[src/rtl/drt_lookup_ctrl_if.sv]
// -----------------------------------------------------------------------------
// drt_lookup_ctrl_if
//
// Wishbone classic read bus between the DRT lookup controller (master) and the
// interconnect's device ROM table slave.
//
// Signals:
//   wbm_cyc_o  master -> slave  bus cycle in progress
//   wbm_stb_o  master -> slave  strobe, address valid
//   wbm_we_o   master -> slave  write enable (this master only reads)
//   wbm_adr_o  master -> slave  32-bit word address
//   wbm_dat_o  master -> slave  write data (unused by a read-only master)
//   wbm_dat_i  slave -> master  read data
//   wbm_ack_i  slave -> master  acknowledge
// -----------------------------------------------------------------------------
interface drt_lookup_ctrl_if;

   logic        wbm_cyc_o;
   logic        wbm_stb_o;
   logic        wbm_we_o;
   logic [31:0] wbm_adr_o;
   logic [31:0] wbm_dat_o;
   logic [31:0] wbm_dat_i;
   logic        wbm_ack_i;

   modport master (
      output wbm_cyc_o,
      output wbm_stb_o,
      output wbm_we_o,
      output wbm_adr_o,
      output wbm_dat_o,
      input  wbm_dat_i,
      input  wbm_ack_i
   );

   modport slave (
      input  wbm_cyc_o,
      input  wbm_stb_o,
      input  wbm_we_o,
      input  wbm_adr_o,
      input  wbm_dat_o,
      output wbm_dat_i,
      output wbm_ack_i
   );

endinterface : drt_lookup_ctrl_if

[src/rtl/drt_lookup_ctrl.sv]
// -----------------------------------------------------------------------------
// drt_lookup_ctrl
//
// Walks the device ROM table (DRT) over Wishbone and looks up one device by
// its 32-bit ID word. The header is read first (ID check, device count), then
// the 4-word device entries are scanned in order. On the first match the
// entry's info, memory offset and size words are fetched.
//
// Parameters:
//   MAX_DEVICES    upper bound on entries scanned (1..255); header count is
//                  clamped to this
//   EXPECT_DRT_ID  required value of header word 0 bits [31:16]
//   TIMEOUT        maximum cycles from strobe rising to acknowledge (1..65535)
//
// Ports:
//   clk          system clock, rising edge
//   rst          asynchronous, active-low reset
//   start        single-cycle request, ignored while busy or during done
//   dev_id_i     ID word to match, sampled when start is accepted
//   busy         scan in progress
//   done         one-cycle completion pulse
//   found        match result, held until the next accepted start
//   err_id       header ID mismatch, held until the next accepted start
//   err_timeout  bus access timed out, held until the next accepted start
//   num_devices  raw header word 1 (unclamped)
//   dev_index    0-based index of the matching entry
//   dev_info     entry word 1 of the matching device
//   dev_mem_off  entry word 2 of the matching device
//   dev_size     entry word 3 of the matching device
//   wb           Wishbone master port (read only)
// -----------------------------------------------------------------------------
module drt_lookup_ctrl #(
   parameter int unsigned MAX_DEVICES   = 16,
   parameter logic [15:0] EXPECT_DRT_ID = 16'h0001,
   parameter int unsigned TIMEOUT       = 255
) (
   input  logic        clk,
   input  logic        rst,
   input  logic        start,
   input  logic [31:0] dev_id_i,
   output logic        busy,
   output logic        done,
   output logic        found,
   output logic        err_id,
   output logic        err_timeout,
   output logic [31:0] num_devices,
   output logic [7:0]  dev_index,
   output logic [31:0] dev_info,
   output logic [31:0] dev_mem_off,
   output logic [31:0] dev_size,
   drt_lookup_ctrl_if.master wb
);

   typedef enum logic [2:0] {
      IDLE,
      HDR_ID,
      HDR_NUM,
      DEV_ID,
      DEV_INFO,
      DEV_OFF,
      DEV_SIZE,
      FINISH
   } state_e;

   // Bus sub-sequence run by every read state.
   typedef enum logic {
      STB,
      REL
   } phase_e;

   // The counter starts at 0 in the first strobe cycle, so the last waiting
   // cycle before giving up is TIMEOUT-1.
   localparam logic [15:0] TMO_LAST = 16'(TIMEOUT - 1);
   localparam logic [7:0]  MAX_N    = 8'(MAX_DEVICES);

   state_e      state_q, state_d;
   phase_e      phase_q, phase_d;
   logic [15:0] tmo_cnt_q, tmo_cnt_d;
   logic [31:0] data_q, data_d;
   logic [31:0] id_q, id_d;
   logic [7:0]  idx_q, idx_d;
   logic [7:0]  n_q, n_d;

   logic        found_d;
   logic        err_id_d;
   logic        err_timeout_d;
   logic [31:0] num_devices_d;
   logic [7:0]  dev_index_d;
   logic [31:0] dev_info_d;
   logic [31:0] dev_mem_off_d;
   logic [31:0] dev_size_d;

   logic        read_state;
   logic [31:0] entry_base;

   assign read_state = (state_q != IDLE) && (state_q != FINISH);
   // Entry i starts at word 4 + 4i; i stays below MAX_DEVICES so no wrap.
   assign entry_base = 32'd4 + {22'd0, idx_q, 2'b00};

   // --------------------------------------------------------------------------
   // State register
   // --------------------------------------------------------------------------
   // NOTE: there is no memory array here; every register has a reset value,
   // so the bus decode drops the moment rst falls, without waiting for clk.
   always_ff @(posedge clk or negedge rst) begin
      if (!rst) begin
         state_q     <= IDLE;
         phase_q     <= STB;
         tmo_cnt_q   <= '0;
         data_q      <= '0;
         id_q        <= '0;
         idx_q       <= '0;
         n_q         <= '0;
         found       <= 1'b0;
         err_id      <= 1'b0;
         err_timeout <= 1'b0;
         num_devices <= '0;
         dev_index   <= '0;
         dev_info    <= '0;
         dev_mem_off <= '0;
         dev_size    <= '0;
      end else begin
         // NOTE: non-blocking assignments, so every register takes its next
         // value from pre-edge state regardless of statement order.
         state_q     <= state_d;
         phase_q     <= phase_d;
         tmo_cnt_q   <= tmo_cnt_d;
         data_q      <= data_d;
         id_q        <= id_d;
         idx_q       <= idx_d;
         n_q         <= n_d;
         found       <= found_d;
         err_id      <= err_id_d;
         err_timeout <= err_timeout_d;
         num_devices <= num_devices_d;
         dev_index   <= dev_index_d;
         dev_info    <= dev_info_d;
         dev_mem_off <= dev_mem_off_d;
         dev_size    <= dev_size_d;
      end
   end

   // --------------------------------------------------------------------------
   // Next-state and datapath
   // --------------------------------------------------------------------------
   always_comb begin
      // NOTE: every variable gets a hold-value default first, so no path
      // through the case leaves one unassigned and no latch is inferred.
      state_d       = state_q;
      phase_d       = phase_q;
      tmo_cnt_d     = tmo_cnt_q;
      data_d        = data_q;
      id_d          = id_q;
      idx_d         = idx_q;
      n_d           = n_q;
      found_d       = found;
      err_id_d      = err_id;
      err_timeout_d = err_timeout;
      num_devices_d = num_devices;
      dev_index_d   = dev_index;
      dev_info_d    = dev_info;
      dev_mem_off_d = dev_mem_off;
      dev_size_d    = dev_size;

      unique case (state_q)
         IDLE: begin
            if (start) begin
               id_d          = dev_id_i;
               idx_d         = '0;
               n_d           = '0;
               found_d       = 1'b0;
               err_id_d      = 1'b0;
               err_timeout_d = 1'b0;
               num_devices_d = '0;
               dev_index_d   = '0;
               dev_info_d    = '0;
               dev_mem_off_d = '0;
               dev_size_d    = '0;
               phase_d       = STB;
               tmo_cnt_d     = '0;
               state_d       = HDR_ID;
            end
         end

         FINISH: begin
            // A start arriving together with done is deliberately dropped.
            state_d = IDLE;
         end

         default: begin
            if (phase_q == STB) begin
               if (wb.wbm_ack_i) begin
                  data_d  = wb.wbm_dat_i;
                  phase_d = REL;
               end else if (tmo_cnt_q == TMO_LAST) begin
                  err_timeout_d = 1'b1;
                  phase_d       = STB;
                  state_d       = FINISH;
               end else begin
                  tmo_cnt_d = tmo_cnt_q + 16'd1;
               end
            end else if (!wb.wbm_ack_i) begin
               // Access fully released: act on the word latched at ack time.
               phase_d   = STB;
               tmo_cnt_d = '0;
               case (state_q)
                  HDR_ID: begin
                     if (data_q[31:16] != EXPECT_DRT_ID) begin
                        err_id_d = 1'b1;
                        state_d  = FINISH;
                     end else begin
                        state_d = HDR_NUM;
                     end
                  end
                  HDR_NUM: begin
                     num_devices_d = data_q;
                     n_d           = (data_q > 32'(MAX_DEVICES)) ? MAX_N : data_q[7:0];
                     idx_d         = '0;
                     state_d       = (data_q == '0) ? FINISH : DEV_ID;
                  end
                  DEV_ID: begin
                     if (data_q == id_q) begin
                        dev_index_d = idx_q;
                        state_d     = DEV_INFO;
                     end else if (idx_q + 8'd1 == n_q) begin
                        state_d = FINISH;
                     end else begin
                        idx_d = idx_q + 8'd1;
                     end
                  end
                  DEV_INFO: begin
                     dev_info_d = data_q;
                     state_d    = DEV_OFF;
                  end
                  DEV_OFF: begin
                     dev_mem_off_d = data_q;
                     state_d       = DEV_SIZE;
                  end
                  DEV_SIZE: begin
                     dev_size_d = data_q;
                     found_d    = 1'b1;
                     state_d    = FINISH;
                  end
                  default: ;
               endcase
            end
         end
      endcase
   end

   // --------------------------------------------------------------------------
   // Outputs
   // --------------------------------------------------------------------------
   always_comb begin
      wb.wbm_cyc_o = read_state;
      wb.wbm_stb_o = read_state && (phase_q == STB);
      wb.wbm_we_o  = 1'b0;
      wb.wbm_dat_o = '0;
      busy         = read_state;
      done         = (state_q == FINISH);

      unique case (state_q)
         HDR_ID:   wb.wbm_adr_o = 32'd0;
         HDR_NUM:  wb.wbm_adr_o = 32'd1;
         DEV_ID:   wb.wbm_adr_o = entry_base;
         DEV_INFO: wb.wbm_adr_o = entry_base + 32'd1;
         DEV_OFF:  wb.wbm_adr_o = entry_base + 32'd2;
         DEV_SIZE: wb.wbm_adr_o = entry_base + 32'd3;
         default:  wb.wbm_adr_o = 32'd0;
      endcase
   end

endmodule : drt_lookup_ctrl

[src/flat_wrapper.sv]
// flat-port wrapper written by rule: the top's interface ports become plain ports
module drt_lookup_ctrl_flat 
#(
   parameter int unsigned MAX_DEVICES   = 16,
   parameter logic [15:0] EXPECT_DRT_ID = 16'h0001,
   parameter int unsigned TIMEOUT       = 255
)
  (clk, rst, start, dev_id_i, busy, done, found, err_id, err_timeout, num_devices, dev_index, dev_info, dev_mem_off, dev_size, wb_wbm_cyc_o, wb_wbm_stb_o, wb_wbm_we_o, wb_wbm_adr_o, wb_wbm_dat_o, wb_wbm_dat_i, wb_wbm_ack_i);
  drt_lookup_ctrl_if wb_i ();
  input  logic clk;
  input  logic rst;
  input  logic start;
  input  logic [31:0] dev_id_i;
  output logic busy;
  output logic done;
  output logic found;
  output logic err_id;
  output logic err_timeout;
  output logic [31:0] num_devices;
  output logic [7:0] dev_index;
  output logic [31:0] dev_info;
  output logic [31:0] dev_mem_off;
  output logic [31:0] dev_size;
  output wire logic [$bits(wb_i.wbm_cyc_o)-1:0] wb_wbm_cyc_o;
  output wire logic [$bits(wb_i.wbm_stb_o)-1:0] wb_wbm_stb_o;
  output wire logic [$bits(wb_i.wbm_we_o)-1:0] wb_wbm_we_o;
  output wire logic [$bits(wb_i.wbm_adr_o)-1:0] wb_wbm_adr_o;
  output wire logic [$bits(wb_i.wbm_dat_o)-1:0] wb_wbm_dat_o;
  input wire logic [$bits(wb_i.wbm_dat_i)-1:0] wb_wbm_dat_i;
  input wire logic [$bits(wb_i.wbm_ack_i)-1:0] wb_wbm_ack_i;
  assign wb_wbm_cyc_o = wb_i.wbm_cyc_o;
  assign wb_wbm_stb_o = wb_i.wbm_stb_o;
  assign wb_wbm_we_o = wb_i.wbm_we_o;
  assign wb_wbm_adr_o = wb_i.wbm_adr_o;
  assign wb_wbm_dat_o = wb_i.wbm_dat_o;
  assign wb_i.wbm_dat_i = wb_wbm_dat_i;
  assign wb_i.wbm_ack_i = wb_wbm_ack_i;
  drt_lookup_ctrl #(.MAX_DEVICES(MAX_DEVICES), .EXPECT_DRT_ID(EXPECT_DRT_ID), .TIMEOUT(TIMEOUT)) u_core (.clk(clk), .rst(rst), .start(start), .dev_id_i(dev_id_i), .busy(busy), .done(done), .found(found), .err_id(err_id), .err_timeout(err_timeout), .num_devices(num_devices), .dev_index(dev_index), .dev_info(dev_info), .dev_mem_off(dev_mem_off), .dev_size(dev_size), .wb(wb_i));
endmodule
[config.mk]
export PLATFORM = sky130hd
export DESIGN_NAME = drt_lookup_ctrl_flat
export DESIGN_NICKNAME = d
export VERILOG_FILES = /design/src/rtl/drt_lookup_ctrl_if.sv /design/src/rtl/drt_lookup_ctrl.sv /design/src/flat_wrapper.sv
export SDC_FILE = /design/constraint.sdc
export NUM_CORES = 1
export LEC_CHECK = 0
export ABC_AREA = 1
export CAP_MARGIN = 20
export CORE_MARGIN = 1.5
export CORE_UTILIZATION = 54
export CTS_BUF_LIST = sky130_fd_sc_hd__clkbuf_16
export DETAILED_ROUTE_END_ITERATION = 7
export PLACE_DENSITY = 0.95
export RECOVER_POWER = 25
export SETUP_SLACK_MARGIN = 0.02
export SLEW_MARGIN = 20
export SYNTH_ARGS = -nofsm -noshare
export SYNTH_HDL_FRONTEND = slang
export SYNTH_SLANG_ARGS = --single-unit
[constraint.sdc]
create_clock -name clk -period 4.14 [get_ports clk]
set_input_delay 0.621 -clock clk [delete_from_list [all_inputs] [get_ports clk]]
set_output_delay 0.621 -clock clk [all_outputs]
set_load 0.01 [all_outputs]
==> results of run 1 <==
==> cell families (layout without fill, tap and decap cells) <==
| logic type | count (synthesis) | after routing | synth area share [%] |
|---|---|---|---|
| flops | 239 | 239 | 54.2 |
| fa+ha+maj | 3 | 3 | 0.340 |
| buf+inv | 235 | 402 | 10.2 |
| compound gates | 232 | 232 | 10.9 |
| simple gates | 576 | 576 | 22.0 |
| other cells | 1 | 54 | 0.0340 |
| xor+xnor | 29 | 29 | 2.30 |
==> cells in the final DEF, fill, tap and decap left out, types with 2 or more instances in the layout <==
cell type,n
a21oi_1,78
buf_4,7
clkbuf_16,25
clkdlybuf4s50_1,220
clkinv_1,7
clkinv_2,5
conb_1,54
dfrtp_1,239
ha_1,3
inv_1,127
inv_2,5
inv_4,2
nand2_1,274
nand2_2,4
nand2_4,2
nand3_1,82
nand4_1,12
nor2_1,175
nor2_2,3
nor2_4,5
nor2_8,2
nor3_1,11
nor4_1,4
o211ai_1,2
o21a_1,2
o21ai_0,104
o21ai_1,33
o21bai_1,2
o22ai_1,8
xnor2_1,24
xor2_1,5
==> per-layer routing <==
layer | wire, um | part of all wire [%] | up-vias
li1 | - | - | 4495
met1 | 11600 | 37 | 4700
met2 | 15800 | 50 | 536
met3 | 2730 | 8.7 | 89
met4 | 1320 | 4.2 | 0
met5 | 0 | 0 | -
==> state kept, by name, summed over array words and instances, names as in the netlist <==
| register | count |
|---|---|
| u_core.data_q | 32 |
| u_core.dev_index | 8 |
| u_core.dev_info | 32 |
| u_core.dev_mem_off | 32 |
| u_core.dev_size | 32 |
| u_core.err_id | 1 |
| u_core.err_timeout | 1 |
| u_core.found | 1 |
| u_core.id_q | 32 |
| u_core.idx_q | 8 |
| u_core.n_q | 8 |
| u_core.num_devices | 32 |
| u_core.phase_q | 1 |
| u_core.state_q | 3 |
| u_core.tmo_cnt_q | 16 |
==> how the worst max path moves through the flow <==
stage | startpoint | to | cells past startpoint
after detailed placement | u_core.state_q[2] | u_core.dev_info[3] | 10
final | u_core.state_q[1] | wb_wbm_adr_o[10] | 7
after global routing | rst | u_core.dev_size[12] | 1
after CTS | u_core.state_q[1] | wb_wbm_adr_o[10] | 7
after global placement | start | u_core.dev_mem_off[6] | 12
after floorplan | u_core.state_q[1] | wb_wbm_adr_o[10] | 6
==> area by class of cell <==
class	instances	area, um^2
clock buffers	25	626
fillers	1547	6210
repair buffers	229	2280
flip-flops and latches	239	5980
multi-input cells	894	4140
inverters	129	489
well taps	270	338
clock inverters	19	109
==> metrics by stage <==
| stage | hold slack, ps | setup slack [ps] |
|---|---|---|
| finish | 495 | 672 |
| global route | 509 | 456 |
| CTS | 264 | 726 |
| detailed placement | 483 | 1200 |
| global placement | 471 | 1330 |
| floorplan | 325 | 2050 |
==> cells in the mapped netlist <==
| cell type | count |
|---|---|
| nor4_1 | 4 |
| o22a_1 | 1 |
| nor3_1 | 11 |
| conb_1 | 1 |
| o22ai_1 | 8 |
| nand2_1 | 275 |
| o21ai_1 | 33 |
| clkinv_1 | 1 |
| buf_4 | 56 |
| a31oi_4 | 1 |
| nor3b_1 | 1 |
| xor2_1 | 5 |
| buf_2 | 23 |
| clkbuf_1 | 25 |
| inv_1 | 121 |
| a21oi_1 | 78 |
| nand3_1 | 82 |
| o21ai_0 | 104 |
| nand2_4 | 1 |
| o211ai_1 | 2 |
| nand2_2 | 4 |
| o21a_1 | 2 |
| dfrtp_1 | 239 |
| ha_1 | 3 |
| nand4_1 | 12 |
| nor2_4 | 5 |
| inv_2 | 5 |
| nor2_1 | 175 |
| a21o_1 | 1 |
| nor2_2 | 3 |
| clkbuf_2 | 1 |
| o21bai_1 | 2 |
| nor3_4 | 1 |
| inv_4 | 2 |
| buf_1 | 1 |
| xnor2_1 | 24 |
| nor2_8 | 2 |
==> worst reg2reg max path, stage by stage, from the launching register on <==
cell     delay (ps)
dfrtp_1         540
inv_2           190
nand2_4         160
inv_4           360
nor2_8          110
nor2_2          230
inv_2           270
nor2_4          180
buf_4           550
nor2_1          150
a21oi_1         190
==> power by group <==
part	total, W	internal [W]	switching [W]	leakage [nW]
combinational	0.00493	0.00205	0.00288	3.28
sequential	0.00403	0.00329	0.000740	2.96
clock	0.00205	0.00115	0.000894	0.388
total	0.0110	0.00649	0.00452	6.63
==> flow_summary.yaml, run 1 <==
synthesis:
  synth.distinct_cells: 37
  yosys.area.top_type: "dfrtp_1"
  ys_seq_area_share_pct: 54.2
  synth_warnings: 0
  yosys-top-cells-area: "dfrtp_1 54%, nand2_1 9.3%, nor2_1 5.9%"
  synthesis.area_um2: 11000
  synth_cells: 1315
  synth_seq_cells: 239
  netlist.area_leader.share_pct: 54.2
  syn_area_per_cell_um2: 8.40
sta:
  fmax_mhz: 288
  slew_headroom_pct: -119
  timing.final.crit_period_ps: 3470
  min_period_over_period_pct: 83.8
  tightestPinTransition_ps: 3290
  drv_slew: 127
  skew_ps: 13.0
  setup_violations: 0
  fin_setup_tns_ps: 0
  rsz0062_at_grt: "no"
  hold_viol: 0
critical_path:
  critPathKind: "register to output pin"
  cp_num_buf_inv: 3
  worst_path_max_delay_cell: "clkdlybuf4s50_1"
  path_max_fanout: 10
  rrSetupSlack_ps: 1110
  path_delay_family: "buffers and inverters"
  r2r-end: "u_core.dev_info[3]"
  startpoint_type: "register"
  slowest_delay_ps: 580
  critPathArrivalTime_ps: 2850
  cp_data_required_time_ps: 3520
  r2r-start: "u_core.state_q[2]"
  cp-end-kind: "output pin"
  r2r_cells: 10
  cpMostUsedCell: "nand2_1"
  crit_chain: "nand2_1 -> nor2_1 -> inv_2 -> nand2_1 -> clkinv_1 -> nor3_1 -> clkdlybuf4s50_1"
global_route:
  grt_pass1_wl_um: 49400
  grt_use_met3_pct: 6.08
  grt_max_degree: 128
  grtUsageMet2_pct: 50.3
  met1_usage_pct: 36.1
  antenna_found_initial: 0
  first_global_vias: 9458
  grt_busiest_layer: "met2"
  grt_use_total_pct: 29.2
  grt-ovfl-total: 0
route:
  drtAntennaViolNets: 0
  wirelength_um: 31400
  drc_errors: 0
  routed_via_density: 5.44
  first_iter_violations: 856
  routedWlPerCell_um: 17.4
  firstDrtPassIters: 8
  vias: 9820
floorplan:
  die_area_um2: 21300
  die-width_um: 146
  ioPinCount: 276
  die_y_um: 146
  initial_core_util_pct: 54.7
  fp.coreArea_um2: 20200
  rows: 52
cts:
  cts.sinks: 239
  tritoncts: "built"
  root_buffer: "clkbuf_16"
  post_cts_buffers: 0
  clock_latency_ps: 510
  cts_max_level: 1
  cts_hold_buf: 0
  cts-resized-gates: 0
  cts_buffers: 25
  clock_path_buffers: 3
  clk_pin_slew_ps: 60
pwr:
  power_density_nw_per_um2: 789
  leakagePower_nw: 6.63
  finalPower_w: 0.0110
  peakVddDrop_uv: 436
status:
  violations: "max-capacitance violations, max-slew violations"
  status: "finished with violations"
layout:
  utilization_pct: 69.2
  antenna_cells: 0
  area_growth_pct: 26.4
  final_area_um2: 14000
  final_cells: 1805
  drive_gt1_share_pct: 4.30
  nNetsFinal: 1589
worst_hold_path:
  worstHoldEndpoint: "u_core.id_q[18]"
  hold_class: "register to register"
  min_path_cells: 2
  min_from: "u_core.id_q[18]"
placement:
  placed_cell_area_um2: 13200
  dp.cells: 1761
  numPortBuffers: 221
  hpwlAfterDp_um: 21900
  routabilityCongestion: 0.878
flow_run:
  drv_cap: 1
Power figures use the tool's default switching activity.
==> inputs of run 2 (changes only) <==
- CORE_UTILIZATION: 54 -> 45
- PLACE_DENSITY: 0.95 -> 0.86
- clock period: 4.14 -> 3.06 ns (I/O delays scaled with it)
==> run 2 against run 1 <==
Net effect: the run still ends with max-capacitance violations, max-slew violations left; global-route usage is 4.3 points lower; via count down 3.7%; die area is 20% higher; count of clock-buffer cells in the layout increased by 1; critical path type unchanged; largest cell class unchanged.
==> flow_summary.yaml, run 2 (synthesis results as in run 1) <==
pwr:
  intPower_w: 0.00908
  pwr-share-clk_pct: 20.5
  swShare_pct: 40.2
  leakagePower_nw: 6.69
  comb_power_share_pct: 44.2
  peakVddDrop_uv: 713
  power_density_nw_per_um2: 1070
  power_frac_seq_pct: 35.2
  netSwitchingPower_w: 0.00610
sta:
  skew_ps: 24.6
  slew_headroom_pct: -38.6
  fmax_mhz: 348
  drv_slew: 82
  fin_ws_ps: 189
  tightestPinTransition_ps: 2080
  timing.final.crit_period_ps: 2870
  fin_setup_tns_ps: 0
  rsz0062_at_grt: "no"
  setup_violations: 0
  hold_viol: 0
  min_period_over_period_pct: 93.8
route:
  routed_via_density: 5.06
  firstDrtPassIters: 5
  first_iter_violations: 629
  routedWlPerCell_um: 16.9
  drtAntennaViolNets: 0
  vias: 9460
  drc_errors: 0
  wirelength_um: 31500
cts:
  clk_pin_slew_ps: 60
  clock_latency_ps: 550
  cts_buffers: 26
  clock_path_buffers: 3
  root_buffer: "clkbuf_16"
  cts.sinks: 239
  cts_max_level: 1
  tritoncts: "built"
  post_cts_buffers: 0
critical_path:
  critPathArrivalTime_ps: 2410
  path_max_fanout: 10
  cp_data_required_time_ps: 2600
  cp-end-kind: "output pin"
  startpoint_type: "register"
  critPathKind: "register to output pin"
status:
  violations: "max-capacitance violations, max-slew violations"
  status: "finished with violations"
layout:
  drive_gt1_share_pct: 5.44
  final_common_cell: "nand2_1"
  area_growth_pct: 28.8
  final_area_um2: 14200
  nNetsFinal: 1596
  utilization_pct: 58.8
  final_cell_mix: "274 x nand2_1, 235 x dfrtp_1, 220 x clkdlybuf4s50_1"
placement:
  hpwlAfterDp_um: 22400
  pre_cts_slack_ps: 224
  routabilityCongestion: 0.892
  placed_cell_area_um2: 13400
  numPortBuffers: 221
floorplan:
  die_area_um2: 25500
  rows: 57
  ioPinCount: 276
  initial_core_util_pct: 45.7
  die_y_um: 160
  die-width_um: 160
  fp.coreArea_um2: 24200
global_route:
  grt-ovfl-total: 0
  antenna_found_initial: 2
  grt_pass1_wl_um: 50500
  grt_max_degree: 82
  first_global_vias: 9390
  grt_use_total_pct: 25.0
worst_hold_path:
  hold_class: "input pin to register"
flow_run:
  drv_cap: 1
[run 2: power groups by stage]
| stage | Combinational [W] | Sequential [W] | Clock (W) |
|---|---|---|---|
| final | 0.00672 | 0.00535 | 0.00312 |
| after global routing | 0.00739 | 0.00550 | 0.00329 |
| after CTS | 0.00677 | 0.00533 | 0.00316 |
| after detailed placement | 0.00671 | 0.00536 | 0 |
| after global placement | 0.00652 | 0.00531 | 0 |
| after floorplan | 0.00341 | 0.00555 | 0 |
[run 2: path summary, 6_finish.rpt]
kind | start | endpoint | slack, ps | cells past startpoint
max in group asynchronous | rst | u_core.dev_index[7] | 490 | 3
min reg2reg | u_core.dev_mem_off[23] | u_core.dev_mem_off[23] | 490 | 2
min in group asynchronous | rst | u_core.tmo_cnt_q[15] | 1060 | 2
min | dev_id_i[4] | u_core.id_q[4] | 450 | 3
max reg2reg | u_core.state_q[2] | u_core.dev_index[2] | 330 | 12
max | u_core.state_q[1] | wb_wbm_adr_o[5] | 190 | 7
[run 2: through the flow]
stage	hold WS [ps]	total power (W)	cells
after floorplan	163	0.00895	1368
after detailed placement	477	0.0121	1820
final	452	0.0152	1869
after global placement	471	0.0118	1820
after global routing	468	0.0162	1868
after CTS	432	0.0153	1868
[run 2: what timing repair did]
item / in CTS / in global routing
setup endpoints to repair: 9 / 11
endpoints found under the hold margin: 77 / 0
hold buffers: 1 / 0
gates resized for setup: 2 / 5
pin swaps: 0 / 0
[run 2: worst max-delay path, stage by stage (launching register included)]
cell             delay, ps
dfrtp_2                430
nand2_1                170
nor2_2                 180
inv_2                  120
nand2_1                120
clkinv_2               150
nor2_1                 160
clkdlybuf4s50_1        560
[run 2: layer usage]
metal / vias up / wire length, um / track usage [%]
met3: 78 / 2370 / 6.05
li1: 4508 / - / -
met5: - / 13 / 0
met4: 2 / 1250 / 9.48
met2: 334 / 15200 / 42.4
met1: 4538 / 12700 / 30.9
[run 2: layout make-up]
cell class	count	area, um^2
Fill cell	2133	9960
Sequential cell	239	5990
Multi-Input combinational cell	894	4140
Timing Repair Buffer	235	2340
Clock buffer	26	651
Inverter	129	490
Tap cell	324	405
Clock inverter	21	203
Antenna cell	1	2.50
